===== src/rtl/pe_pkg.sv =====
// Shared types, limits and arithmetic helpers for the systolic processing element.
package pe_pkg;

    localparam int PE_MAX_MUL_LATENCY = 4;
    localparam int PE_MAX_ACC_WIDTH   = 64;

    typedef struct packed {
        logic valid;
        logic first;
        logic last;
    } pe_tag_t;

    // Signed: like-signed addends giving a result of the other sign. Unsigned: carry out.
    function automatic logic pe_add_ovf(input logic is_signed, input logic msb_a,
                                        input logic msb_b, input logic msb_sum,
                                        input logic carry);
        if (is_signed)
            return (msb_a == msb_b) && (msb_sum != msb_a);
        return carry;
    endfunction

    function automatic logic [PE_MAX_ACC_WIDTH-1:0] pe_sat_max(input int acc_width,
                                                               input bit is_signed);
        if (is_signed)
            return {PE_MAX_ACC_WIDTH{1'b1}} >> (PE_MAX_ACC_WIDTH + 1 - acc_width);
        return {PE_MAX_ACC_WIDTH{1'b1}} >> (PE_MAX_ACC_WIDTH - acc_width);
    endfunction

    function automatic logic [PE_MAX_ACC_WIDTH-1:0] pe_sat_min(input int acc_width,
                                                               input bit is_signed);
        if (is_signed)
            return {{(PE_MAX_ACC_WIDTH-1){1'b0}}, 1'b1} << (acc_width - 1);
        return '0;
    endfunction

endpackage


===== src/rtl/pe_mul_pipe.sv =====
// Product pipeline with valid/first/last side-band; kept separate so a Booth or DSP
// multiplier can be dropped in without touching the accumulator.
module pe_mul_pipe
    import pe_pkg::*;
#(
    parameter int DATA_WIDTH  = 8,
    parameter int MUL_LATENCY = 2,
    parameter int SIGNED      = 1
) (
    input  logic                    clk,
    input  logic                    rst,
    input  logic [DATA_WIDTH-1:0]   a,
    input  logic [DATA_WIDTH-1:0]   b,
    input  pe_tag_t                 tag_in,
    output logic [2*DATA_WIDTH-1:0] prod,
    output pe_tag_t                 tag_out
);

    localparam int PW  = 2 * DATA_WIDTH;
    localparam int LAT = (MUL_LATENCY > PE_MAX_MUL_LATENCY) ? PE_MAX_MUL_LATENCY :
                         (MUL_LATENCY < 1) ? 1 : MUL_LATENCY;

    logic [PW-1:0] a_ext;
    logic [PW-1:0] b_ext;
    logic [PW-1:0] prod_d;
    logic [PW-1:0] prod_q [LAT];
    pe_tag_t       tag_q  [LAT];

    // Low 2*DW bits of the extended product are correct for both signed and unsigned.
    always_comb begin
        a_ext  = {{DATA_WIDTH{(SIGNED != 0) && a[DATA_WIDTH-1]}}, a};
        b_ext  = {{DATA_WIDTH{(SIGNED != 0) && b[DATA_WIDTH-1]}}, b};
        prod_d = a_ext * b_ext;
    end

    always_ff @(posedge clk or negedge rst) begin
        if (!rst) begin
            for (int i = 0; i < LAT; i++) begin
                prod_q[i] <= '0;
                tag_q[i]  <= '0;
            end
        end else begin
            prod_q[0] <= prod_d;
            tag_q[0]  <= '{valid: tag_in.valid,
                           first: tag_in.valid & tag_in.first,
                           last:  tag_in.valid & tag_in.last};
            for (int i = 1; i < LAT; i++) begin
                prod_q[i] <= prod_q[i-1];
                tag_q[i]  <= tag_q[i-1];
            end
        end
    end

    assign prod    = prod_q[LAT-1];
    assign tag_out = tag_q[LAT-1];

endmodule


===== src/rtl/systolic_pe_mac.sv =====
// Systolic-array PE: forwards operands east/south and accumulates one dot-product
// tile per first..last sequence, reporting the sum with a single-cycle pulse.
module systolic_pe_mac
    import pe_pkg::*;
#(
    parameter int DATA_WIDTH  = 8,
    parameter int ACC_WIDTH   = 24,
    parameter int MUL_LATENCY = 2,
    parameter int SIGNED      = 1,
    parameter int SATURATE    = 0
) (
    input  logic                  clk,
    input  logic                  rst,
    input  logic [DATA_WIDTH-1:0] a_in,
    input  logic [DATA_WIDTH-1:0] b_in,
    input  logic                  valid_in,
    input  logic                  first_in,
    input  logic                  last_in,
    output logic [DATA_WIDTH-1:0] a_out,
    output logic [DATA_WIDTH-1:0] b_out,
    output logic                  valid_out,
    output logic                  first_out,
    output logic                  last_out,
    output logic [ACC_WIDTH-1:0]  result,
    output logic                  result_valid,
    output logic                  overflow
);

    localparam int PW  = 2 * DATA_WIDTH;
    localparam int MSB = ACC_WIDTH - 1;
    localparam logic [PE_MAX_ACC_WIDTH-1:0] SAT_MAX_W = pe_sat_max(ACC_WIDTH, SIGNED != 0);
    localparam logic [PE_MAX_ACC_WIDTH-1:0] SAT_MIN_W = pe_sat_min(ACC_WIDTH, SIGNED != 0);
    localparam logic [ACC_WIDTH-1:0]        SAT_MAX   = SAT_MAX_W[ACC_WIDTH-1:0];
    localparam logic [ACC_WIDTH-1:0]        SAT_MIN   = SAT_MIN_W[ACC_WIDTH-1:0];

    pe_tag_t             tag_in;
    pe_tag_t             tag_p;
    logic [PW-1:0]       prod;
    logic [ACC_WIDTH-1:0] acc_q;
    logic                ovf_q;
    logic [ACC_WIDTH-1:0] p_ext;
    logic [ACC_WIDTH:0]   sum_full;
    logic [ACC_WIDTH-1:0] sum_sat;
    logic [ACC_WIDTH-1:0] acc_next;
    logic                add_ovf;
    logic                ovf_next;

    assign tag_in = '{valid: valid_in, first: first_in, last: last_in};

    pe_mul_pipe #(
        .DATA_WIDTH  (DATA_WIDTH),
        .MUL_LATENCY (MUL_LATENCY),
        .SIGNED      (SIGNED)
    ) u_mul (
        .clk     (clk),
        .rst     (rst),
        .a       (a_in),
        .b       (b_in),
        .tag_in  (tag_in),
        .prod    (prod),
        .tag_out (tag_p)
    );

    always_ff @(posedge clk or negedge rst) begin
        if (!rst) begin
            a_out     <= '0;
            b_out     <= '0;
            valid_out <= 1'b0;
            first_out <= 1'b0;
            last_out  <= 1'b0;
        end else begin
            a_out     <= a_in;
            b_out     <= b_in;
            valid_out <= valid_in;
            first_out <= first_in;
            last_out  <= last_in;
        end
    end

    always_comb begin
        p_ext          = {ACC_WIDTH{(SIGNED != 0) && prod[PW-1]}};
        p_ext[PW-1:0]  = prod;
        sum_full       = {1'b0, acc_q} + {1'b0, p_ext};
        add_ovf        = pe_add_ovf(SIGNED != 0, acc_q[MSB], p_ext[MSB],
                                    sum_full[MSB], sum_full[ACC_WIDTH]);
        sum_sat        = sum_full[ACC_WIDTH-1:0];
        // A signed overflow can only go negative-past-min when both addends were negative.
        if (add_ovf && (SATURATE != 0))
            sum_sat = ((SIGNED != 0) && acc_q[MSB]) ? SAT_MIN : SAT_MAX;
        if (tag_p.first) begin
            acc_next = p_ext;
            ovf_next = 1'b0;
        end else begin
            acc_next = sum_sat;
            ovf_next = ovf_q | add_ovf;
        end
    end

    always_ff @(posedge clk or negedge rst) begin
        if (!rst) begin
            acc_q        <= '0;
            ovf_q        <= 1'b0;
            result       <= '0;
            overflow     <= 1'b0;
            result_valid <= 1'b0;
        end else begin
            result_valid <= 1'b0;
            if (tag_p.valid) begin
                if (tag_p.last) begin
                    result       <= acc_next;
                    overflow     <= ovf_next;
                    result_valid <= 1'b1;
                    acc_q        <= '0;
                    ovf_q        <= 1'b0;
                end else begin
                    acc_q <= acc_next;
                    ovf_q <= ovf_next;
                end
            end
        end
    end

endmodule

===== config.mk =====
export PLATFORM = sky130hd
export DESIGN_NAME = systolic_pe_mac
export DESIGN_NICKNAME = d
export VERILOG_FILES = /design/src/rtl/pe_pkg.sv /design/src/rtl/pe_mul_pipe.sv /design/src/rtl/systolic_pe_mac.sv
export SDC_FILE = /design/constraint.sdc
export NUM_CORES = 1
export LEC_CHECK = 0
export BUFFER_PORTS_ARGS = -buffer_cell sky130_fd_sc_hd__buf_2
export CORE_UTILIZATION = 45
export CTS_CLUSTER_DIAMETER = 80
export DETAILED_ROUTE_END_ITERATION = 10
export HOLD_SLACK_MARGIN = 0.05
export PLACE_DENSITY = 0.63
export SLEW_MARGIN = 25
export SYNTH_ARGS = -nofsm -noshare
export SYNTH_HDL_FRONTEND = slang
export SYNTH_SLANG_ARGS = --single-unit

===== constraint.sdc =====
create_clock -name clk -period 5.6 [get_ports clk]
set_input_delay 0.28 -clock clk [delete_from_list [all_inputs] [get_ports clk]]
set_output_delay 0.28 -clock clk [all_outputs]
set_load 0.01 [all_outputs]

Yosys cells after proc, flatten, opt, wreduce, memory -nomap -nowiden
Cells that the tools add are included.
- register bits: 107
- input bits: 21
- output and inout port bits: 45
- add/subtract/negate cells: 1
- multiply operators: 1
- equal/unequal tests: 2
- multiplexer cells: 6
- bitwise gates (word level): 3
- reductions and logical operators: 2
- operators by type and width (cell ; number):
    $mux W24 ; 2
    $add A24 B24 Y24 ; 1
    $mul A8 B8 Y16 ; 1
    $mux W1 ; 4
    $and A1 B1 Y1 ; 2
    $reduce_and A2 Y1 ; 1
    $eq A1 B1 Y1 ; 1
    $logic_and A1 B1 Y1 ; 1
    $ne A1 B1 Y1 ; 1
    $or A1 B1 Y1 ; 1

Logic depth before layout (Yosys ltp)
Gate-level depths: netlist of the first run.
- depth in word-level cells: 6
- depth in mapped cells: 18
- depth with buffers taken out: 18

Cells and area by module
A second synthesis of the first run with hierarchy kept.
- cells, all modules: 751
- area, all modules: 7601.0 µm²
- modules (own cells, without submodules) (module ; instances ; cells each ; area an instance (µm²)):
    systolic_pe_mac ; 1 ; 403 ; 3962.6
    pe_mul_pipe ; 1 ; 348 ; 3638.5

Worst setup path after synthesis of the first run
No wires, ideal clock.
- path kind: input-to-reg
- start: input port a_in[7]
- end: register u_mul.prod_q[31] (netlist bit)
- library setup time: 0.134 ns
- data arrival time: 3.948 ns
- path slack: 1.518 ns
- stages on the path: 15
- path buffers: 0
- cells stage by stage: and2_1 > fa_1 > inv_1 > fa_1 > inv_1 > fa_1 > inv_1 > fa_1 > inv_1 > ha_1 > nand3_1 > nand2_1 > a41o_1 > o41ai_1 > xnor2_1
- word-level cells in the longest chain between the ends: 1
- ends and longest elaborated chain (element ; line ; RTL):
    from (decl) ; systolic_pe_mac.sv:14 ; input logic [DATA_WIDTH-1:0] a_in,
    $mul A8 B8 Y16 ; pe_mul_pipe.sv:33 ; prod_d = a_ext * b_ext;
    via u_mul.prod_d[15] ; pe_mul_pipe.sv:25 ; logic [PW-1:0] prod_d;
    to (signal, indexed assignment) ; pe_mul_pipe.sv:48 ; prod_q[i] <= prod_q[i-1];
    to (decl) ; pe_mul_pipe.sv:26 ; logic [PW-1:0] prod_q [LAT];
The timed path passes the listed nets, and every way through them passes these cells.
A chain may end at the register's enable or synchronous reset.

Final worst setup path of the first run
- start: input port b_in[2]
- end: register u_mul.prod_q[31] (netlist bit)
- word-level cells in the longest chain between the ends: 1
- ends and longest elaborated chain (element ; line ; RTL):
    from (decl) ; systolic_pe_mac.sv:15 ; input logic [DATA_WIDTH-1:0] b_in,
    $mul A8 B8 Y16 ; pe_mul_pipe.sv:33 ;
    via u_mul.prod_d[15] ; pe_mul_pipe.sv:25 ;
The timed path passes the listed nets, and every way through them passes these cells.

==> impl_results.md, run 1 <==
- WL per Instance: 14.4 um
- Yosys reg bits: 107
- Hold EP: a_out[0]$_DFF_PN0_
- Worst setup EP type: flip-flop
- Max_cap viols: 0
- Area occupied by multi-input gates: 4140 um^2
- Worst-Margin Slew: 784 ps
- TritonCTS Buffers: 9
- 1st-pass router iterations: 4
- Cell Area, Synth: 7240 um^2
- Yosys warnings: 0
- Post-synth EDFFs: 0
- RR Startpoint: u_mul.prod[15]$_DFF_PN0_
- Power Density: 560 nW/um^2
- Post-synthesis cell type count: 64
- Fillcell total: 1454
- Die Y: 129 um
- Row count: 45
- Initial Util: 46.9%
- Hold Crit Start: a_in[0]
- Synth Net Count: 841
- Post-route DRC: 0
- Final layout net count: 906
- P&R area growth vs syn: 11.7%
- Vias in the first global route: 5308
- Largest net degree at the start of global routing: 66
- Core box area: 15400 um^2
- Tot Pwr: 4.53 mW
- DP HPWL: 11000 um
- Fin worst setup slack: 1520 ps
- Die area: 16600 um^2
- Tot GR Track Use: 19.2%
- Async S/R FF share, synth: 100%
- Slew headroom: 47.4%
- Final Skew: 8.68 ps
- First-pass GRT wire length: 25200 um
- Final Core Density: 52.4%
- CTS H-tree depth: 3
- Proportion of layout cells with a drive suffix above 1: 12.5%
- CTS Sinks: 107
- Syn_area_per_cell: 10.2 um^2
- Final Max Slew Viols: 0
- Final period util: 72.8%
- Placed Instance Area: 7760 um^2
- Worst hold path type: primary input to flip-flop
- Reg2reg end: result[23]$_DFFE_PN0P_
- Storage element area: 2680 um^2
- Min Tclk post-route: 4080 ps
- Number of setup buffers added after CTS: 0
- Cells after Synth: 712
- Vias: 5134
- TritonCTS clock tree: yes
- # diodes: 0
- Pre-CTS WS: 1140 ps
- F_max: 0.245 GHz
- Hold depth: 1
- Fin. Hold Viols: 0
- R2R depth: 9
- Hold WS: 120 ps
- CP arrival: 4290 ps
- GR Overflow Total: 0
- Via density: 5.17
- CTS root buf: clkbuf_16
- Design Area, Final: 8080 um^2
- Outcome: finished clean
- R2R setup slack: 2590 ps
- Peak supply drop: 0.211 mV
- WL final: 14300 um
- Initial antenna violation count: 0
- Post-DRT Antenna Nets: 0
- Placer Congestion: 0.923
- Clock tree buffer depth: 2
- Die W: 129 um
- Critical-path maximum fanout: 9
- Clk_lat worst skew: 350 ps
- Final setup fails: 0
- P_leak: 3.85 nW
- Post-synthesis sequential area ratio: 37.0%
- Top_reg_cell synth: dfrtp_1
- Worst-path clk slew: 70 ps
- Setup crit start kind: primary input
- Initial drt markers: 243
- Required @ worst endpoint: 5820 ps
- Inst Count DP: 973
- # port buffers: 65
- Setup TNS: 0 ps
- IO Pins: 66
- RSZ-0062 raised after global routing: no
- Finished Layout Cells: 993
- Crit path kind: primary input to flip-flop
cells in the final DEF, fill, tap and decap left out, types with 5 or more instances in the layout:
master and n:
o2bb2ai_1 18, nor2b_1 7, a31oi_1 7, nand3_1 7, inv_1 85, xnor2_1 22
buf_2 64, nor2_1 47, o21a_1 16, a21o_1 7, a21oi_1 35, clkbuf_16 9
xor2_1 12, fa_1 56, o21ai_1 9, o21ai_0 30, dfrtp_1 107, ha_1 52
nand2b_1 7, and2_1 40, a211oi_1 5, nand2_1 64
repair_timing:
item | 4_1_cts | 5_1_grt
gates resized for setup | 0 | 0
hold buffers | 4 | 0
endpoints found under the hold margin | 45 | 0
kinds of logic after synthesis:
logic type / synth area share [%]
AND/OR/NAND/NOR: 13.3
adder cells (fa/ha/maj): 24.5
buffers and inverters: 5.81
XOR/XNOR: 4.11
multiplexers: 0.553
flip-flops: 37.0
AO/OA/AOI/OAI: 14.7
worst max-delay path, cell delays in order:
cell     delay [ps]
buf_2           160
nand2_1         170
inv_1            70
fa_1            580
inv_1           150
fa_1            550
inv_1            50
fa_1            520
inv_1            50
fa_1            530
inv_1            40
ha_1            350
nand3_1         100
nand2_1          50
a41o_1          210
o41ai_1         310
xnor2_1         130
cells in the mapped netlist (9+ instances only):
| cell type | number | area, um^2 |
|---|---|---|
| ha_1 | 52 | 651 |
| o2bb2ai_1 | 18 | 158 |
| nand2_1 | 64 | 240 |
| and2_1 | 40 | 250 |
| o21ai_1 | 9 | 45.0 |
| nor2_1 | 47 | 176 |
| clkbuf_1 | 12 | 45.0 |
| o21ai_0 | 30 | 150 |
| a21oi_1 | 35 | 175 |
| o21a_1 | 16 | 120 |
| xnor2_1 | 22 | 193 |
| xor2_1 | 12 | 105 |
| fa_1 | 56 | 1120 |
| dfrtp_1 | 107 | 2680 |
| inv_1 | 85 | 319 |
power by group:
group / switching [mW] / total [mW] / internal (mW)
Combinational: 1.54 / 2.71 / 1.17
Sequential: 0.162 / 1.21 / 1.05
Clock: 0.300 / 0.609 / 0.309
Total: 2.00 / 4.53 / 2.53
worst max-delay path by stage:
stage	from	to	slack, ps	cells past startpoint
floorplan	a_in[7]	u_mul.prod_q[31]$_DFF_PN0_	1520	15
global placement	b_in[2]	u_mul.prod_q[31]$_DFF_PN0_	1220	17
detailed placement	b_in[2]	u_mul.prod_q[31]$_DFF_PN0_	1140	17
CTS	b_in[2]	u_mul.prod_q[31]$_DFF_PN0_	1490	17
global route	b_in[2]	u_mul.prod_q[31]$_DFF_PN0_	1220	17
finish	b_in[2]	u_mul.prod_q[31]$_DFF_PN0_	1520	17
area by class of cell:
| type | instances | share of cell area (%) |
|---|---|---|
| Clock buffer | 9 | 2.79 |
| Sequential cell | 107 | 33.1 |
| Clock inverter | 7 | 0.712 |
| Tap cell | 211 | 3.27 |
| Inverter | 87 | 4.04 |
| Multi-Input combinational cell | 500 | 51.2 |
| Timing Repair Buffer | 72 | 4.83 |
flip-flops by register name, indices dropped and copies added, names as in the netlist:
name,count
u_mul.tag_q,3
result,24
a_out,8
result_valid,1
u_mul.prod_q,16
acc_q,24
first_out,1
last_out,1
ovf_q,1
overflow,1
b_out,8
u_mul.tag_out,3
u_mul.prod,16
routing by layer:
metal	part of all wire, %	track usage, %	vias to the layer above
met1	47	25.5	2496
met2	48	32.0	105
met5	0	0	-
met4	2.5	8.37	0
li1	-	-	2512
met3	2.6	2.00	21
No activity file was read; power rests on OpenSTA's default activity.
==> inputs of run 2 (changes only) <==
--- a/config.mk
+++ b/config.mk
@@ -10,7 +10,7 @@
 export CTS_CLUSTER_DIAMETER = 80
 export DETAILED_ROUTE_END_ITERATION = 10
 export HOLD_SLACK_MARGIN = 0.05
-export PLACE_DENSITY = 0.63
+export PLACE_DENSITY = 0.66
 export SLEW_MARGIN = 25
 export SYNTH_ARGS = -nofsm -noshare
 export SYNTH_HDL_FRONTEND = slang
==> constraint.sdc (replaced) <==
create_clock -name clk -period 3.5 [get_ports clk]
set_input_delay 0.175 -clock clk [delete_from_list [all_inputs] [get_ports clk]]
set_output_delay 0.175 -clock clk [all_outputs]
set_load 0.01 [all_outputs]
==> impl_results.md, run 2 (synthesis results as in run 1) <==
- Proportion of layout cells with a drive suffix above 1: 22.3% (+9.8 points)
- Hold EP: a_out[4]$_DFF_PN0_
- Slew headroom: 46.9% (-0.55 points)
- Fin. Hold Viols: 0 (unchanged)
- Worst hold path type: primary input to flip-flop
- TritonCTS Buffers: 9 (unchanged)
- Regs by FF count: acc_q (24), result (24)
- Reg2reg end: acc_q[18]$_DFFE_PN0P_
- Worst-path clk slew: 70 ps (about the same)
- Final Max Slew Viols: 0 (unchanged)
- Outcome: complete, but fails checks
- First-pass GRT wire length: 26100 um (+3.3%)
- CTS H-tree depth: 3 (unchanged)
- Initial antenna violation count: 0 (unchanged)
- Min Tclk post-route: 3600 ps
- Slowest-stage cell, CP: fa_1
- CTS Sinks: 107 (unchanged)
- Crit path kind: primary input to flip-flop
- Post-DRT Antenna Nets: 0 (unchanged)
- Final Core Density: 57.2% (+4.8 points)
- Clk_lat worst skew: 350 ps (about the same)
- Fin worst setup slack: -102 ps (-1630 ps)
- Max_cap viols: 0 (unchanged)
- Power Density: 906 nW/um^2 (+62%)
- 1st-pass router iterations: 4 (unchanged)
- Final Skew: 8.14 ps (-0.544 ps)
- Required @ worst endpoint: 3770 ps (-2050 ps)
- Peak supply drop: 0.439 mV (+110%)
- F_max: 0.278 GHz
- WL per Instance: 14.3 um (-0.26%)
- Core box area: 15400 um^2 (unchanged)
- Critical-path maximum fanout: 5 (-4)
- GR Overflow Total: 0 (unchanged)
- RR Startpoint: u_mul.prod[0]$_DFF_PN0_
- R2R setup slack: 570 ps (-2020 ps)
- Die W: 129 um (unchanged)
- Fillcell total: 1355 (-6.8%)
- # port buffers: 65 (unchanged)
- Initial Util: 46.9% (unchanged)
- Vias: 5346 (+4.1%)
- Final period util: 103%
- Pre-CTS WS: -628 ps (-1760 ps)
- Final setup fails: 4 (+4)
- Die Y: 129 um (unchanged)
- CP cell instances: buf_12 > and2_4 > fa_1 > inv_1 > fa_1 > inv_2 > fa_1 > inv_2 > fa_1 > inv_2 > ha_4 > nor2b_2 > nor2_2 > a21oi_2 > a41o_1 > o41ai_2 > xnor2_1
- Via density: 5.08 (-1.8%)
- CTS root buf: clkbuf_16
- WL final: 15100 um (+5.8%)
- Final layout net count: 966 (+6.6%)
- P&R area growth vs syn: 21.9%
- Hold Crit Start: a_in[4]
- # diodes: 0 (unchanged)
- Hold depth: 2 (+1)
- Row count: 45 (unchanged)
- DP HPWL: 11500 um (+4.6%)
- TritonCTS clock tree: yes
- R2R depth: 9 (unchanged)
- Failing checks: setup timing
- Tot GR Track Use: 20.0% (+0.84 points)
- Commonest non-fill, non-tap cell in the layout: dfrtp_1
- IO Pins: 66 (unchanged)
- P_leak: 4.21 nW (+9.4%)
- Initial drt markers: 282 (+16%)
- CP arrival: 3880 ps (-410 ps)
- Post-route DRC: 0 (unchanged)
- Critical Path Max Stage Delay: 530 ps (-50 ps)
- Worst setup EP type: flip-flop
- RSZ-0062 raised after global routing: yes
- Vias in the first global route: 5535 (+4.3%)
- Clock tree buffer depth: 2 (unchanged)
- Most frequent cells in the layout: dfrtp_1, inv_1, nand2_1
- Worst-Margin Slew: 797 ps (+13.1 ps)
- Setup crit start kind: primary input
- Die area: 16600 um^2 (unchanged)
- Placer Congestion: 0.937 (+1.4%)
- CP most frequent cell: fa_1
- Largest net degree at the start of global routing: 92 (+39%)
run 2: critical path: cells and delay by family:
kind                     cells  cell delay [ps]
adder cells (fa/ha/maj)      5             2250
AO/OA/AOI/OAI                3              550
AND/OR/NAND/NOR              3              460
buffers and inverters        5              290
XOR/XNOR                     1              160
run 2: layer usage:
layer	GRT usage (%)	vias up	routed length, um
met1	25.0	2572	6480
li1	-	2631	-
met2	35.5	121	7640
met3	2.58	22	622
met4	7.68	0	354
met5	0	-	0
run 2: how the worst max path moves through the flow:
stage | from | cells past startpoint | to | slack (ps)
floorplan | b_in[2] | 16 | u_mul.prod_q[31]$_DFF_PN0_ | -270
global placement | b_in[2] | 17 | u_mul.prod_q[31]$_DFF_PN0_ | -560
detailed placement | b_in[2] | 17 | u_mul.prod_q[31]$_DFF_PN0_ | -630
CTS | b_in[4] | 19 | u_mul.prod_q[30]$_DFF_PN0_ | -120
global route | b_in[1] | 17 | u_mul.prod_q[31]$_DFF_PN0_ | -270
finish | b_in[4] | 17 | u_mul.prod_q[31]$_DFF_PN0_ | -100
run 2: layout make-up:
cell class	count	area [um^2]	area share, %
Tap cell	211	264	2.99
Timing Repair Buffer	132	961	10.9
Clock inverter	3	43.8	0.496
Inverter	87	327	3.70
Sequential cell	107	2680	30.3
Clock buffer	13	260	2.95
Multi-Input combinational cell	500	4290	48.6
run 2: power breakdown:
part | internal (mW) | switching (mW)
Combinational | 2.35 | 2.69
Sequential | 1.68 | 0.240
Clock | 0.596 | 0.443
run 2: what timing repair did:
action	4_1_cts	5_1_grt
gates cloned	1	0
pin swaps	14	8
hold endpoints to repair	98	0
resized for setup	36	16
setup buffers	6	3
setup endpoints to repair	5	7
hold buffers	8	0
run 2: through the flow:
step | instance area, um^2 | cells | TNS (ps) | power, mW | hold WS [ps]
after global placement | 8200 | 1021 | -2660 | 6.58 | 293
after floorplan | 7320 | 712 | -502 | 5.51 | -121
after global routing | 8820 | 1053 | -897 | 8.75 | 66.5
final | 8820 | 1053 | -190 | 8.00 | 70.0
after CTS | 8790 | 1052 | -284 | 7.98 | 61.1
after detailed placement | 8200 | 1021 | -2920 | 6.74 | 295
